$ cat src/rtl/mem_bus_ctrl_pkg.sv
// mem_bus_ctrl_pkg: shared defines, FSM encoding and SRAM widths for the MEM-stage SRAM controller
package mem_bus_ctrl_pkg;
  localparam logic RstEnable = 1'b1;
  localparam logic Stop = 1'b1;
  localparam int DataW = 32;
  localparam logic [DataW-1:0] ZeroWord = '0;
  localparam int RamAddrW = 20;
  localparam logic [2:0] ST_IDLE = 3'd0;
  localparam logic [2:0] ST_RD1 = 3'd1;
  localparam logic [2:0] ST_RD2 = 3'd2;
  localparam logic [2:0] ST_WR_SETUP = 3'd3;
  localparam logic [2:0] ST_WR_PULSE = 3'd4;
  localparam logic [2:0] ST_WR_HOLD = 3'd5;
  localparam logic [2:0] ST_DONE = 3'd6;
  typedef enum logic [2:0] {
    IDLE = ST_IDLE,
    RD1 = ST_RD1,
    RD2 = ST_RD2,
    WR_SETUP = ST_WR_SETUP,
    WR_PULSE = ST_WR_PULSE,
    WR_HOLD = ST_WR_HOLD,
    DONE = ST_DONE
  } state_t;
endpackage

$ cat src/rtl/mem_bus_ctrl_if.sv
// mem_bus_ctrl_if: pipeline MEM-stage access bus between the pipeline (master) and the SRAM controller (slave)
interface mem_bus_ctrl_if;
  import mem_bus_ctrl_pkg::*;
  logic req_i;
  logic we_i;
  logic [DataW-1:0] addr_i;
  logic [3:0] sel_i;
  logic [DataW-1:0] wdata_i;
  logic flush_i;
  logic [DataW-1:0] rdata_o;
  logic stallreq_o;
  modport master (output req_i, we_i, addr_i, sel_i, wdata_i, flush_i, input rdata_o, stallreq_o);
  modport slave (input req_i, we_i, addr_i, sel_i, wdata_i, flush_i, output rdata_o, stallreq_o);
endinterface

$ cat src/rtl/mem_bus_ctrl.sv
// mem_bus_ctrl: multi-cycle asynchronous SRAM sequencer for MEM-stage loads and stores, stalling the pipeline while busy
module mem_bus_ctrl import mem_bus_ctrl_pkg::*; (
  input logic clk,
  input logic rst,
  mem_bus_ctrl_if.slave bus,
  output logic [RamAddrW-1:0] ram_addr_o,
  output logic [DataW-1:0] ram_wdata_o,
  output logic ram_data_oe_o,
  input logic [DataW-1:0] ram_rdata_i,
  output logic ram_ce_n_o,
  output logic ram_oe_n_o,
  output logic ram_we_n_o,
  output logic [3:0] ram_be_n_o
);
  state_t state, nxt;
  logic [RamAddrW-1:0] addr_q;
  logic [3:0] sel_q;
  logic [DataW-1:0] data_q;
  logic abort_q;
  logic in_rst, start, busy, rd, wr;
  logic unused_addr_bits;
  assign unused_addr_bits = ^{bus.addr_i[31:22], bus.addr_i[1:0]};
  assign in_rst = rst == RstEnable;
  assign start = state == IDLE && bus.req_i && !bus.flush_i;
  assign busy = state inside {RD1, RD2, WR_SETUP, WR_PULSE, WR_HOLD};
  assign rd = state inside {RD1, RD2};
  assign wr = state inside {WR_SETUP, WR_PULSE, WR_HOLD};
  always_ff @(posedge clk) begin
    if (in_rst) begin
      state <= IDLE;
      addr_q <= '0;
      sel_q <= '0;
      data_q <= ZeroWord;
      abort_q <= 1'b0;
      bus.rdata_o <= ZeroWord;
    end else begin
      state <= nxt;
      abort_q <= state == WR_PULSE && bus.flush_i;
      if (start) begin
        addr_q <= bus.addr_i[21:2];
        sel_q <= bus.sel_i;
        data_q <= bus.wdata_i;
      end
      if (state == RD2 && !bus.flush_i) bus.rdata_o <= ram_rdata_i;
    end
  end
  // a flush caught in WR_PULSE still finishes the pulse and hold, then bypasses DONE
  always_comb begin
    nxt = IDLE;
    unique case (state)
      IDLE: nxt = start ? (bus.we_i ? WR_SETUP : RD1) : IDLE;
      RD1: nxt = bus.flush_i ? IDLE : RD2;
      RD2: nxt = bus.flush_i ? IDLE : DONE;
      WR_SETUP: nxt = bus.flush_i ? IDLE : WR_PULSE;
      WR_PULSE: nxt = WR_HOLD;
      WR_HOLD: nxt = (bus.flush_i || abort_q) ? IDLE : DONE;
      default: nxt = IDLE;
    endcase
  end
  always_comb begin
    bus.stallreq_o = (!in_rst && !bus.flush_i && (busy || (state == IDLE && bus.req_i))) ? Stop : ~Stop;
    ram_ce_n_o = in_rst || !busy;
    ram_oe_n_o = in_rst || !rd;
    ram_we_n_o = in_rst || state != WR_PULSE;
    ram_data_oe_o = !in_rst && wr;
    ram_be_n_o = (in_rst || state == IDLE) ? 4'hF : ~sel_q;
    ram_addr_o = addr_q;
    ram_wdata_o = data_q;
  end
endmodule

$ cat src/flat_wrapper.sv
// flat-port wrapper written by rule: the top's interface ports become plain ports
module mem_bus_ctrl_flat import mem_bus_ctrl_pkg::*;
  (clk, rst, ram_addr_o, ram_wdata_o, ram_data_oe_o, ram_rdata_i, ram_ce_n_o, ram_oe_n_o, ram_we_n_o, ram_be_n_o, bus_req_i, bus_we_i, bus_addr_i, bus_sel_i, bus_wdata_i, bus_flush_i, bus_rdata_o, bus_stallreq_o);
  mem_bus_ctrl_if bus_i ();
  input logic clk;
  input logic rst;
  output logic [RamAddrW-1:0] ram_addr_o;
  output logic [DataW-1:0] ram_wdata_o;
  output logic ram_data_oe_o;
  input logic [DataW-1:0] ram_rdata_i;
  output logic ram_ce_n_o;
  output logic ram_oe_n_o;
  output logic ram_we_n_o;
  output logic [3:0] ram_be_n_o;
  input wire logic [$bits(bus_i.req_i)-1:0] bus_req_i;
  input wire logic [$bits(bus_i.we_i)-1:0] bus_we_i;
  input wire logic [$bits(bus_i.addr_i)-1:0] bus_addr_i;
  input wire logic [$bits(bus_i.sel_i)-1:0] bus_sel_i;
  input wire logic [$bits(bus_i.wdata_i)-1:0] bus_wdata_i;
  input wire logic [$bits(bus_i.flush_i)-1:0] bus_flush_i;
  output wire logic [$bits(bus_i.rdata_o)-1:0] bus_rdata_o;
  output wire logic [$bits(bus_i.stallreq_o)-1:0] bus_stallreq_o;
  assign bus_i.req_i = bus_req_i;
  assign bus_i.we_i = bus_we_i;
  assign bus_i.addr_i = bus_addr_i;
  assign bus_i.sel_i = bus_sel_i;
  assign bus_i.wdata_i = bus_wdata_i;
  assign bus_i.flush_i = bus_flush_i;
  assign bus_rdata_o = bus_i.rdata_o;
  assign bus_stallreq_o = bus_i.stallreq_o;
  mem_bus_ctrl u_core (.clk(clk), .rst(rst), .bus(bus_i), .ram_addr_o(ram_addr_o), .ram_wdata_o(ram_wdata_o), .ram_data_oe_o(ram_data_oe_o), .ram_rdata_i(ram_rdata_i), .ram_ce_n_o(ram_ce_n_o), .ram_oe_n_o(ram_oe_n_o), .ram_we_n_o(ram_we_n_o), .ram_be_n_o(ram_be_n_o));
endmodule
$ cat config.mk
export PLATFORM = sky130hd
export DESIGN_NAME = mem_bus_ctrl_flat
export DESIGN_NICKNAME = d
export VERILOG_FILES = /design/src/rtl/mem_bus_ctrl_pkg.sv /design/src/rtl/mem_bus_ctrl_if.sv /design/src/rtl/mem_bus_ctrl.sv /design/src/flat_wrapper.sv
export SDC_FILE = /design/constraint.sdc
export NUM_CORES = 1
export LEC_CHECK = 0
export CORE_MARGIN = 4
export CORE_UTILIZATION = 40
export DETAILED_ROUTE_END_ITERATION = 12
export GPL_TIMING_DRIVEN = 0
export PLACE_DENSITY = 0.83
export SYNTH_ARGS = -nofsm -noshare
export SYNTH_HDL_FRONTEND = slang
export SYNTH_SLANG_ARGS = --single-unit
export TNS_END_PERCENT = 50
$ cat constraint.sdc
create_clock -name clk -period 4.55 [get_ports clk]
set_input_delay 0.91 -clock clk [delete_from_list [all_inputs] [get_ports clk]]
set_output_delay 0.91 -clock clk [all_outputs]
set_load 0.01 [all_outputs]
==> impl_results.md <==
* Sequential-to-total area share from yosys stat at 46.82%
* Post-DRT Antenna Nets at 0
* DR iter-0 viols at 178
* Min setup slack post-route at 1040 ps
* DR vias at 3527
* RD Place Congestion at 0.7805
* Die Footprint at 0.01149 mm^2
* Initial core utilization at 41.78%
* RSZ-0062 raised after global routing: no
* CTS Buf Count at 9
* Post-Synthesis Cells at 427
* Crit path cell chain: buf_2 > buf_2 > clkbuf_1 > nor2_1 > nand2_1 > clkdlybuf4s50_1
* Final WL at 10800 um
* Leak at 2.197 nW
* RR Endpoint: u_core.bus.rdata_o[25]$_SDFFE_PP0P_
* Clk root buf: clkbuf_8
* R2R depth at 6
* Outcome: finished clean
* CTS resizes at 0
* Clk_lat worst skew at 350 ps
* Worst-Margin Slew at 427.3 ps
* Clk buf depth at 2
* Sink of the worst hold path: u_core.bus.rdata_o[7]$_SDFFE_PP0P_
* Synthesis-stage register bit count at 92
* # diodes at 0
* R2r startpoint: u_core.state[0]$_SDFF_PP0_
* Fin Setup TNS at 0 ps
* Max-slew headroom at 71.51%
* Switching share of power at 22.28%
* Syn. warnings at 0
* Kind of critical path: in2out
* Area Overhead vs Synth at 57.35%
* First-pass GRT wire length at 17510 um
* Post-CTS Setup Repair Bufs at 0
* Clock Power Share at 36.8%
* Share of the synthesized area in the top cell type at 46.82%
* Largest net degree at the start of global routing at 15
* Crit path largest cell delay at 560 ps
* CP Capture Type: primary output
* Remaining Overflow, GRT at 0
* Post-DP HPWL at 8438 um
* Predominant post-synthesis flop cell: dfxtp_1
* Vias in the first global route at 3609
* Share of layout cells above drive strength 1 at 5.112%
* Initial antenna violation count at 0
* Cell variety after synth at 25
* Crit-path most repeated cell: buf_2
* Ranking of synthesized cells by area: dfxtp_1 (47%), nand2b_1 (18%), mux2i_1 (14%)
* Critical path arrival at 2600 ps
* CP required at 3640 ps
* Sw power at 0.0004177 W
* FILL cells at 800
* Seq pwr share at 46.0%
* Clock sinks at 92
* Ports at 198
* CTS Hold Bufs at 0
* Int Power at 0.001457 W
* Port bufs at 184
* Place WS at 1012 ps
* Gr usage total at 18.97%
* Post-synth ARST share at 0%
* Die W at 107.2 um
* Min-delay src: u_core.bus.rdata_o[7]$_SDFFE_PP0P_
* Worst hold stages at 2
* Layout Skew at 12.75 ps
* Die H at 107.2 um
* Part of the cycle the worst path needs at 77.14%
* Yosys top cell by area: dfxtp_1
* DRT Pass-1 Iters at 4
* Syn_nets at 532
* Mean area per synthesized cell at 9.213 um^2
* Placement Rows at 35
* Final Hold Vio Count at 0
* Wire length per cell at 14.31 um
* CTS HTree Levels at 3
* Commonest cells after routing, fill and taps aside: clkdlybuf4s50_1 (184), nand2b_1 (115), dfxtp_1 (92), nand2_1 (70), mux2i_1 (56)
* Peak supply drop at 0.1782 mV
* Crit-path max FO at 10
* CP max stage cell: clkdlybuf4s50_1
* DR DRC count at 0
* Worst R2R Setup Slack at 3000 ps
* Worst Hold Class: reg2reg
* Mapped cell area at 0.003934 mm^2
* FMAX at 0.2849 GHz
* Max Slew Vio Count at 0
* Count of final setup violators at 0
* Post-synth EDFFs at 0
* Commonest non-fill, non-tap cell in the layout: clkdlybuf4s50_1
* Core Area at 0.009415 mm^2
* Gate power share at 17.2%
* Via/cell ratio at 4.672
* Maxcap violations at 0
* Minimum clock period at 3510 ps
* PwrDens at 302.9 mW/mm^2
* Final #Nets at 727
* Critical path launch point type: input pin
* Reg clk slew, reported paths at 80 ps
* CTS tree: done
flip-flops by register name, summed over array words and instances, names as in the netlist:
register,count
u_core.state,3
u_core.ram_addr_o,20
u_core.abort_q,1
u_core.bus.rdata_o,32
u_core.sel_q,4
u_core.ram_wdata_o,32
cell usage after synthesis, types with 2 or more instances:
library cell / count
nand2b_1: 115
clkbuf_1: 17
buf_6: 7
nand2_1: 70
inv_1: 2
nor3_1: 3
buf_8: 2
nand3b_1: 2
buf_2: 7
a21oi_1: 38
nor2_1: 4
dfxtp_1: 92
mux2i_1: 56
routing by layer:
metal	GRT usage [%]	share of wire [%]	vias to the layer above
met5	0	0	-
met4	6.301	1.4	0
li1	-	-	1764
met3	5.719	7.8	12
met2	33.69	49	132
met1	21.57	41	1619
metrics by stage:
stage	utilization, %	cells	instance area, um^2	total power [W]	hold slack [ps]
2_1_floorplan	-	427	3934	0.001022	448.9
5_1_grt	65.74	755	6190	0.001958	483.3
4_1_cts	65.74	755	6190	0.001894	460.8
3_3_place_gp	63.06	740	5937	0.001197	442.2
3_5_place_dp	63.06	740	5937	0.001205	449.7
6_report	65.74	755	6190	0.001875	458.2
logic make-up (layout without fill, tap and decap cells):
| logic type | after synthesis | count (layout) | share of synthesized area (%) |
|---|---|---|---|
| flip-flops | 92 | 92 | 46.82 |
| AND/OR/NAND/NOR | 201 | 201 | 27.77 |
| AO/OA/AOI/OAI | 41 | 41 | 5.375 |
| multiplexers | 56 | 56 | 14.25 |
| XOR/XNOR | 1 | 1 | 0.2227 |
| buffers and inverters | 36 | 235 | 5.566 |
cell type report:
cell class | instances | area [um^2] | area share, %
Timing Repair Buffer | 184 | 1842 | 29.76
Buffer | 34 | 211.5 | 3.416
Clock inverter | 5 | 125.1 | 2.021
Inverter | 2 | 7.507 | 0.1213
Sequential cell | 92 | 1842 | 29.76
Tap cell | 129 | 161.4 | 2.608
Multi-Input combinational cell | 299 | 1873 | 30.26
Clock buffer | 10 | 127.6 | 2.062
power by group through the flow:
stage / clock [W] / sequential, W / combinational (W)
floorplan: 0 / 0.000894 / 0.000128
global placement: 0 / 0.000879 / 0.000317
detailed placement: 0 / 0.000881 / 0.000324
CTS: 0.000705 / 0.000863 / 0.000326
global route: 0.000742 / 0.000868 / 0.000347
finish: 0.000689 / 0.000863 / 0.000323
worst max-delay path: cells and delay by family:
kind	cells	cell delay, ps
and+or+nand+nor	2	310
buffers and inverters	4	1370
worst max-delay path by stage:
stage | from | end | slack [ps] | depth (start not counted)
final | rst | ram_be_n_o[1] | 1040 | 6
after global routing | rst | ram_be_n_o[1] | 850 | 6
after CTS | rst | ram_be_n_o[1] | 1000 | 6
after detailed placement | rst | ram_be_n_o[2] | 1010 | 6
after global placement | rst | ram_be_n_o[2] | 1040 | 6
after floorplan | rst | ram_ce_n_o | 1850 | 5
Note: power is estimated with default switching activity, not from simulation.
